## src/rtl/seg7_scan_driver.sv

```systemverilog
// Six-digit common-anode scan driver: snapshots a frame of segment codes at frame start,
// then multiplexes them with a per-slot blanking guard, per-digit blink and PWM dimming.
module seg7_scan_driver #(
  parameter int          CLK_HZ   = 50_000_000,
  parameter int          DIGIT_HZ = 6000,
  parameter int          GUARD    = 16,
  parameter int          BLINK_HZ = 2,
  parameter logic [5:0]  DP_MASK  = 6'b010100
) (
  input  logic       clk,
  input  logic       rst,
  input  logic       enable,
  input  logic [6:0] sec_low,
  input  logic [6:0] sec_high,
  input  logic [6:0] min_low,
  input  logic [6:0] min_high,
  input  logic [6:0] hr_low,
  input  logic [6:0] hr_high,
  input  logic [5:0] blink_mask,
  input  logic [3:0] brightness,
  output logic [6:0] seg_n,
  output logic       dp_n,
  output logic [5:0] dig_n,
  output logic       frame_done
);

  localparam int DIV  = CLK_HZ / DIGIT_HZ;
  localparam int HALF = CLK_HZ / (2 * BLINK_HZ);
  localparam int TW   = (DIV  > 1) ? $clog2(DIV)  : 1;
  localparam int BW   = (HALF > 1) ? $clog2(HALF) : 1;

  logic [TW-1:0]   tick;
  logic [2:0]      idx;
  logic [3:0]      pwm;
  logic [BW-1:0]   blink_cnt;
  logic            blink_phase;
  logic [5:0][6:0] frame;
  logic [5:0][6:0] codes;
  logic            on_c, snap_c, tick_last, blink_last;

  assign codes      = {hr_high, hr_low, min_high, min_low, sec_high, sec_low};
  assign tick_last  = (tick == TW'(DIV - 1));
  assign blink_last = (blink_cnt == BW'(HALF - 1));
  // tick==0 sits inside the guard, so the new snapshot is never shown on the edge it is taken
  assign snap_c     = (tick == '0) && (idx == 3'd0);
  assign on_c       = (int'(tick) >= GUARD) && !(blink_mask[idx] && blink_phase) &&
                      ((brightness == 4'hF) || (pwm < brightness));

  // Blink timebase keeps running while the display is disabled
  always_ff @(posedge clk or negedge rst) begin
    if (!rst) begin
      blink_cnt   <= '0;
      blink_phase <= 1'b0;
    end else if (blink_last) begin
      blink_cnt   <= '0;
      blink_phase <= ~blink_phase;
    end else begin
      blink_cnt   <= blink_cnt + 1'b1;
    end
  end

  always_ff @(posedge clk or negedge rst) begin
    if (!rst) begin
      tick       <= '0;
      idx        <= 3'd0;
      pwm        <= 4'd0;
      frame      <= '0;
      dig_n      <= 6'h3F;
      seg_n      <= 7'h7F;
      dp_n       <= 1'b1;
      frame_done <= 1'b0;
    end else if (!enable) begin
      tick       <= '0;
      idx        <= 3'd0;
      pwm        <= 4'd0;
      dig_n      <= 6'h3F;
      seg_n      <= 7'h7F;
      dp_n       <= 1'b1;
      frame_done <= 1'b0;
    end else begin
      pwm        <= pwm + 1'b1;
      frame_done <= snap_c;
      if (snap_c) frame <= codes;
      if (tick_last) begin
        tick <= '0;
        idx  <= (idx == 3'd5) ? 3'd0 : idx + 3'd1;
      end else begin
        tick <= tick + 1'b1;
      end
      if (on_c) begin
        dig_n <= ~(6'd1 << idx);
        seg_n <= ~frame[idx];
        dp_n  <= ~DP_MASK[idx];
      end else begin
        dig_n <= 6'h3F;
        seg_n <= 7'h7F;
        dp_n  <= 1'b1;
      end
    end
  end

endmodule

```

## config.mk

```make
export PLATFORM = sky130hd
export DESIGN_NAME = seg7_scan_driver
export DESIGN_NICKNAME = d
export VERILOG_FILES = /design/src/rtl/seg7_scan_driver.sv
export SDC_FILE = /design/constraint.sdc
export NUM_CORES = 1
export LEC_CHECK = 0
export ABC_CLOCK_PERIOD_IN_PS = 2850
export CAP_MARGIN = 20
export CORE_MARGIN = 3
export CORE_UTILIZATION = 25
export DETAILED_ROUTE_END_ITERATION = 8
export PLACE_DENSITY = 0.4
export SLEW_MARGIN = 20
export SYNTH_ARGS = -nofsm -noshare
export SYNTH_HDL_FRONTEND = slang
export SYNTH_SLANG_ARGS = --single-unit
```

## constraint.sdc

```tcl
create_clock -name clk -period 2.85 [get_ports clk]
set_input_delay 0.285 -clock clk [delete_from_list [all_inputs] [get_ports clk]]
set_output_delay 0.285 -clock clk [all_outputs]
set_load 0.01 [all_outputs]
```

# After elaboration in Yosys (flattened, before gate mapping)
# Memories as Yosys holds them, arrays and structs flattened.
# Cells that the tools add are included.
[classes]
bitwise_logic = 4
eq_ne = 5
add_sub_neg = 4
n_lt_le_gt_ge = 3
mux = 19
shifts = 1
reduce_logical = 9
[op_table]
columns = ["op", "n"]
rows = [
  ["14-bit 2-to-1 mux", 2],
  ["24-bit by 1-bit adder with 24-bit output, second input constant", 1],
  ["24-bit equality test, second input constant", 1],
  ["24-bit 2-to-1 mux", 1],
  ["7-bit binary-select mux with 3-bit select", 1],
  ["7-bit 2-to-1 mux", 3],
  ["14-bit by 1-bit adder with 14-bit output, second input constant", 1],
  ["14-bit equality test, second input constant", 1],
  ["14-bit by 5-bit greater-or-equal comparator with 1-bit output, second input constant", 1],
  ["14-bit logical NOT", 1],
  ["6-bit 2-to-1 mux", 2],
  ["3-bit 2-to-1 mux", 3],
  ["7-bit NOT", 1],
  ["6-bit NOT", 1],
  ["1-bit by 3-bit << shifter with 6-bit output, first input constant", 1],
  ["1-bit 2-to-1 mux", 5],
  ["4-bit by 1-bit adder with 4-bit output, second input constant", 1],
  ["4-bit equality test, second input constant", 1],
  ["1-bit logical AND", 4],
  ["3-bit by 4-bit < comparator with 1-bit output, second input constant", 1],
  ["4-bit < comparator", 1],
  ["4-bit 2-to-1 mux", 1],
  ["3-bit by 1-bit adder with 3-bit output, second input constant", 1],
  ["1-bit binary-select mux with 3-bit select", 1],
  ["other kinds (7)", 8],
]
[totals]
reg_bits = 103
output_inout_bits = 15
rom_bits = 8
memories = 1
[memory_table]
columns = ["name", "words", "word_bits", "rd", "rd_ports_with_merged_regs", "wr", "line", "source"]
rows = [
  ["(name not given)", 8, 1, 1, 0, 0, "93", "dp_n <= ~DP_MASK[idx];"],
]

# Longest topological paths before layout
[depth]
depth_word = 8
ltp_mapped = 8
ltp_nobuf = 6

# Worst setup path before layout
# No wires, ideal clock.
[synth_timing]
path_type = "flip-flop to flip-flop"
startpoint = "register idx[0]"
endpoint = "register idx[2]"
stages_incl_launch_ff = 8
n_path_buf = 3
t_arrival_ns = 1.852
synth_period_minus_slack_ns = 1.936
setup_slack_ns = 0.914
required_time_ns = 2.766
path_cell_list = "dfrtp_1 > clkbuf_1 > buf_2 > buf_2 > and2_1 > ha_1 > a211o_1 > a21boi_0"
[synth_via]
elab_chain_cells = 4
[synth_rtl]
columns = ["item", "line", "source"]
rows = [
  ["from (decl)", "33", "logic [2:0] idx;"],
  ["from (signal assigned)", "86", "idx <= (idx == 3'd5) ? 3'd0 : idx + 3'd1;"],
  ["3-bit by 1-bit adder with 3-bit output / 3-bit equality test (equally long branches)", "86", ""],
  ["3-bit 2-to-1 mux *", "86", ""],
  ["3-bit 2-to-1 mux *", "84", "if (tick_last) begin"],
  ["3-bit 2-to-1 mux *", "72", "end else if (!enable) begin"],
]
# Mark *: on every way between the ends. The rest lies on a longest branch, timed or not. The select of a mux whose other input is x is not followed.
# A chain may end at the register's enable or synchronous reset.

# Final worst setup path
[layout_timing]
startpoint = "register tick[10]"
endpoint = "register tick[3]"
[layout_via]
elab_chain_cells = 3
[layout_rtl]
columns = ["item", "line", "source"]
rows = [
  ["from (decl)", "32", "logic [TW-1:0] tick;"],
  ["from (signal assigned)", "88", "tick <= tick + 1'b1;"],
  ["14-bit equality test", "42", "assign tick_last = (tick == TW'(DIV - 1));"],
  ["14-bit 2-to-1 mux", "84", ""],
  ["14-bit 2-to-1 mux", "72", ""],
]
# No other way between the ends.

==> reports/qor.yml <==
status:
  outcome: "completed"
floorplan:
  die_y_um: 143
  core_um2: 18300
  rows: 49
  die_w_um: 143
  die-area_um2: 20600
  io_pins: 70
  initial_utilization_pct: 25.8
power:
  ir_worst_vdd_uv: 262
  clkPwrFrac_pct: 35.3
  power_w: 0.00328
  swShare_pct: 24.4
  p_seq_share_pct: 51.8
  power-per-cell-area_nw_per_um2: 548
  p_leak_nw: 2.50
  p_switching_w: 0.000799
  intPower_w: 0.00248
  p_comb_share_pct: 12.9
placed_design:
  post-dp-hpwl_um: 7550
  port_buffers: 69
  place_congestion: 0.710
  pre_cts_ws_ns: 0.509
synth:
  synth_top_area_share_pct: 47.2
  yosys.area.top_type: "dfrtp_1"
  synth_area_per_cell_um2: 12.1
  ys_seq_area_share_pct: 55.0
  synthTopCellsByArea: "dfrtp_1 47%, mux2_2 10%, dfstp_2 7.8%"
  synth_seq_cells: 103
  ys_types: 44
  syn_area_um2: 4720
  synth_fp_nets: 454
  netlist_instances: 391
  synth-warning-count: 0
routing:
  drt_first_pass_iters: 4
  drc_errors: 0
  via_per_inst: 4.55
  vias: 3168
  drtAntennaViolNets: 0
  wl_per_cell_um: 15.5
  drt_iter0_markers: 151
  wl_um: 10800
grt:
  grt_pass1_vias: 3370
  grt_usage_pct: 11.3
  antenna_found_initial: 0
  grt_first_pass_wirelength_um: 18200
  overflow: 0
  grt_start_max_net_pins: 59
clocking:
  insertion_delay_ns: 0.35
  cts_tree: "done"
  cts-root-buf: "clkbuf_16"
  clock_path_buffers: 2
  h-tree-depth: 3
  cts_buffers: 9
  ctsResizeCount: 0
  path_clk_slew_ns: 0.07
  cts.sinks: 103
worst_setup_path:
  worstSetupEndpointType: "flip-flop"
  r2r_cells: 5
  cpMaxStageDelayCell: "nor4_1"
  crit_fanout: 13
  r2r_start: "tick[10]"
  cp.required_ns: 3.06
  cpPeakStageDelay_ns: 0.46
  critPathArrivalTime_ns: 2.36
  critPathLaunch: "tick[10]"
  path_class: "flip-flop to flip-flop"
  r2r_setup_slack_ns: 0.71
  timing.rr.end: "tick[3]"
  endpoint: "tick[3]"
  critPathLaunchType: "flip-flop"
  cp_cell_sequence: "nor4_1 -> nand3_1 -> or2_0 -> nand2_1 -> nor2_1"
timing:
  layout_setup_ws_ns: 0.705
  fin_crit_sh_pct: 75.3
  worst_pin_slew_ns: 0.617
  finalHoldViolations: 0
  clock.fmax_mhz: 466
  min_period_ns: 2.14
  rsz0062_at_grt: "false"
  setup-tns-final_ns: 0
  report.final.slew_viol_count: 0
  relSlewSlack_pct: 58.7
  final-setup-viol-count: 0
  finalClockSkew_ns: 0.00862
layout:
  n_antenna_cell: 0
  utilization_pct: 32.8
  nets: 526
  drive_above_1_share_pct: 19.0
  area_growth_syn_to_layout_pct: 26.8
flow_run:
  maxCapViolCount: 0
min_path:
  hold_class: "flip-flop to flip-flop"
==> stage by stage <==
| step | cell area (um^2) | hold WS (ns) | instances |
|---|---|---|---|
| 2_1_floorplan | 4720 | -0.0106 | 391 |
| 3_3_place_gp | 5690 | 0.356 | 679 |
| 3_5_place_dp | 5690 | 0.351 | 679 |
| 4_1_cts | 5980 | 0.484 | 696 |
| 5_1_grt | 5990 | 0.499 | 697 |
| 6_report | 5990 | 0.476 | 697 |
==> area by class of cell <==
class                      instances  area [um^2]
multi-input combinational        260         2010
timing repair buffer              77          776
fill                            1830        12300
tap                              229          287
inverter                          12         45.0
clock buffer                      10          229
sequential                       103         2590
clock inverter                     6         46.3
==> cell usage in the layout (no fill, tap or decap), drive strengths merged, types with 5 or more instances in the layout <==
master | netlist | layout
clkbuf | 7 | 11
clkdlybuf4s50 | 0 | 68
nor3 | 6 | 6
clkinv | 1 | 5
nand2 | 20 | 20
o21ai | 12 | 12
nand4 | 14 | 14
xnor2 | 15 | 15
xor2 | 17 | 17
inv | 11 | 12
and3 | 6 | 6
dfrtp | 89 | 89
ha | 8 | 8
mux4 | 7 | 7
mux2 | 42 | 42
nand3 | 24 | 24
nor2 | 33 | 33
buf | 9 | 7
nor4 | 6 | 6
and2 | 6 | 6
dfstp | 14 | 14
mux2i | 12 | 12
==> critical path, delay by kind of cell, from the launching register on <==
family           cells  cell delay, ns
DFF                  1            0.42
and+or+nand+nor      5            1.59
==> cell families after synthesis <==
logic type | share of synthesized area [%]
buffers and inverters | 2.60
DFF | 55.0
muxes | 15.9
and+or+nand+nor | 15.2
adders and majority gates | 2.12
xor gates and xnor gates | 5.94
AOI/OAI and AO/OA | 3.23
==> metal layers <==
| layer | track usage (%) | vias up | part of all wire (%) |
|---|---|---|---|
| met5 | 0 | - | 0 |
| met4 | 2.97 | 0 | 1.2 |
| met3 | 3.23 | 6 | 3.8 |
| met2 | 18.2 | 60 | 47 |
| met1 | 15.1 | 1585 | 48 |
| li1 | - | 1517 | - |
==> cell usage after synthesis <==
cell type,n
a21boi_0,1
or4_1,2
and3_1,6
o311a_1,1
xor2_1,17
nor3_1,6
mux2i_1,12
mux4_2,7
nand2b_1,4
nand4_2,1
a21oi_1,1
inv_1,11
and4_1,2
nand4b_1,1
clkinv_1,1
dfstp_2,14
nand3_1,24
nor3b_1,1
nand3b_1,2
o31ai_1,1
nor4_1,5
mux2_2,42
nor4_4,1
a22o_1,1
buf_6,1
xnor2_1,15
nor4b_1,2
or3b_1,1
o22ai_1,1
a211o_1,2
nor2_2,1
buf_2,8
ha_1,8
nand2_1,20
o21ai_0,12
and2_1,6
or2_0,2
dfrtp_1,89
nor2b_1,3
a21o_1,2
clkbuf_1,7
o211ai_1,2
nor2_1,32
nand4_1,13
==> state kept, by name, summed over array words and instances (netlist names) <==
| name | flops |
|---|---|
| dp_n | 1 |
| frame | 42 |
| idx | 3 |
| tick | 14 |
| dig_n | 6 |
| frame_done | 1 |
| blink_phase | 1 |
| seg_n | 7 |
| pwm | 4 |
| blink_cnt | 24 |
==> worst min-delay path by stage <==
stage	depth (start not counted)	start	slack, ns	to
after floorplan	0	rst	-0.01	blink_cnt[0]
after global placement	1	rst	0.36	pwm[0]
after detailed placement	1	rst	0.35	pwm[0]
after CTS	1	blink_cnt[21]	0.48	blink_cnt[21]
after global routing	1	blink_cnt[21]	0.50	blink_cnt[21]
final	1	blink_cnt[21]	0.48	blink_cnt[21]
==> repair_timing <==
action,in CTS,in global routing
endpoints found under the hold margin,37,0
setup endpoints to repair,0,0
hold buffers,1,0
setup buffers,0,0
==> power by group through the flow <==
stage / Combinational [W] / Sequential (W) / Clock, W
floorplan: 0.000261 / 0.00170 / 0
global placement: 0.000424 / 0.00172 / 0
detailed placement: 0.000427 / 0.00173 / 0
CTS: 0.000430 / 0.00170 / 0.00123
global route: 0.000469 / 0.00172 / 0.00128
finish: 0.000422 / 0.00170 / 0.00116
Note: power is estimated with default switching activity, not from simulation.
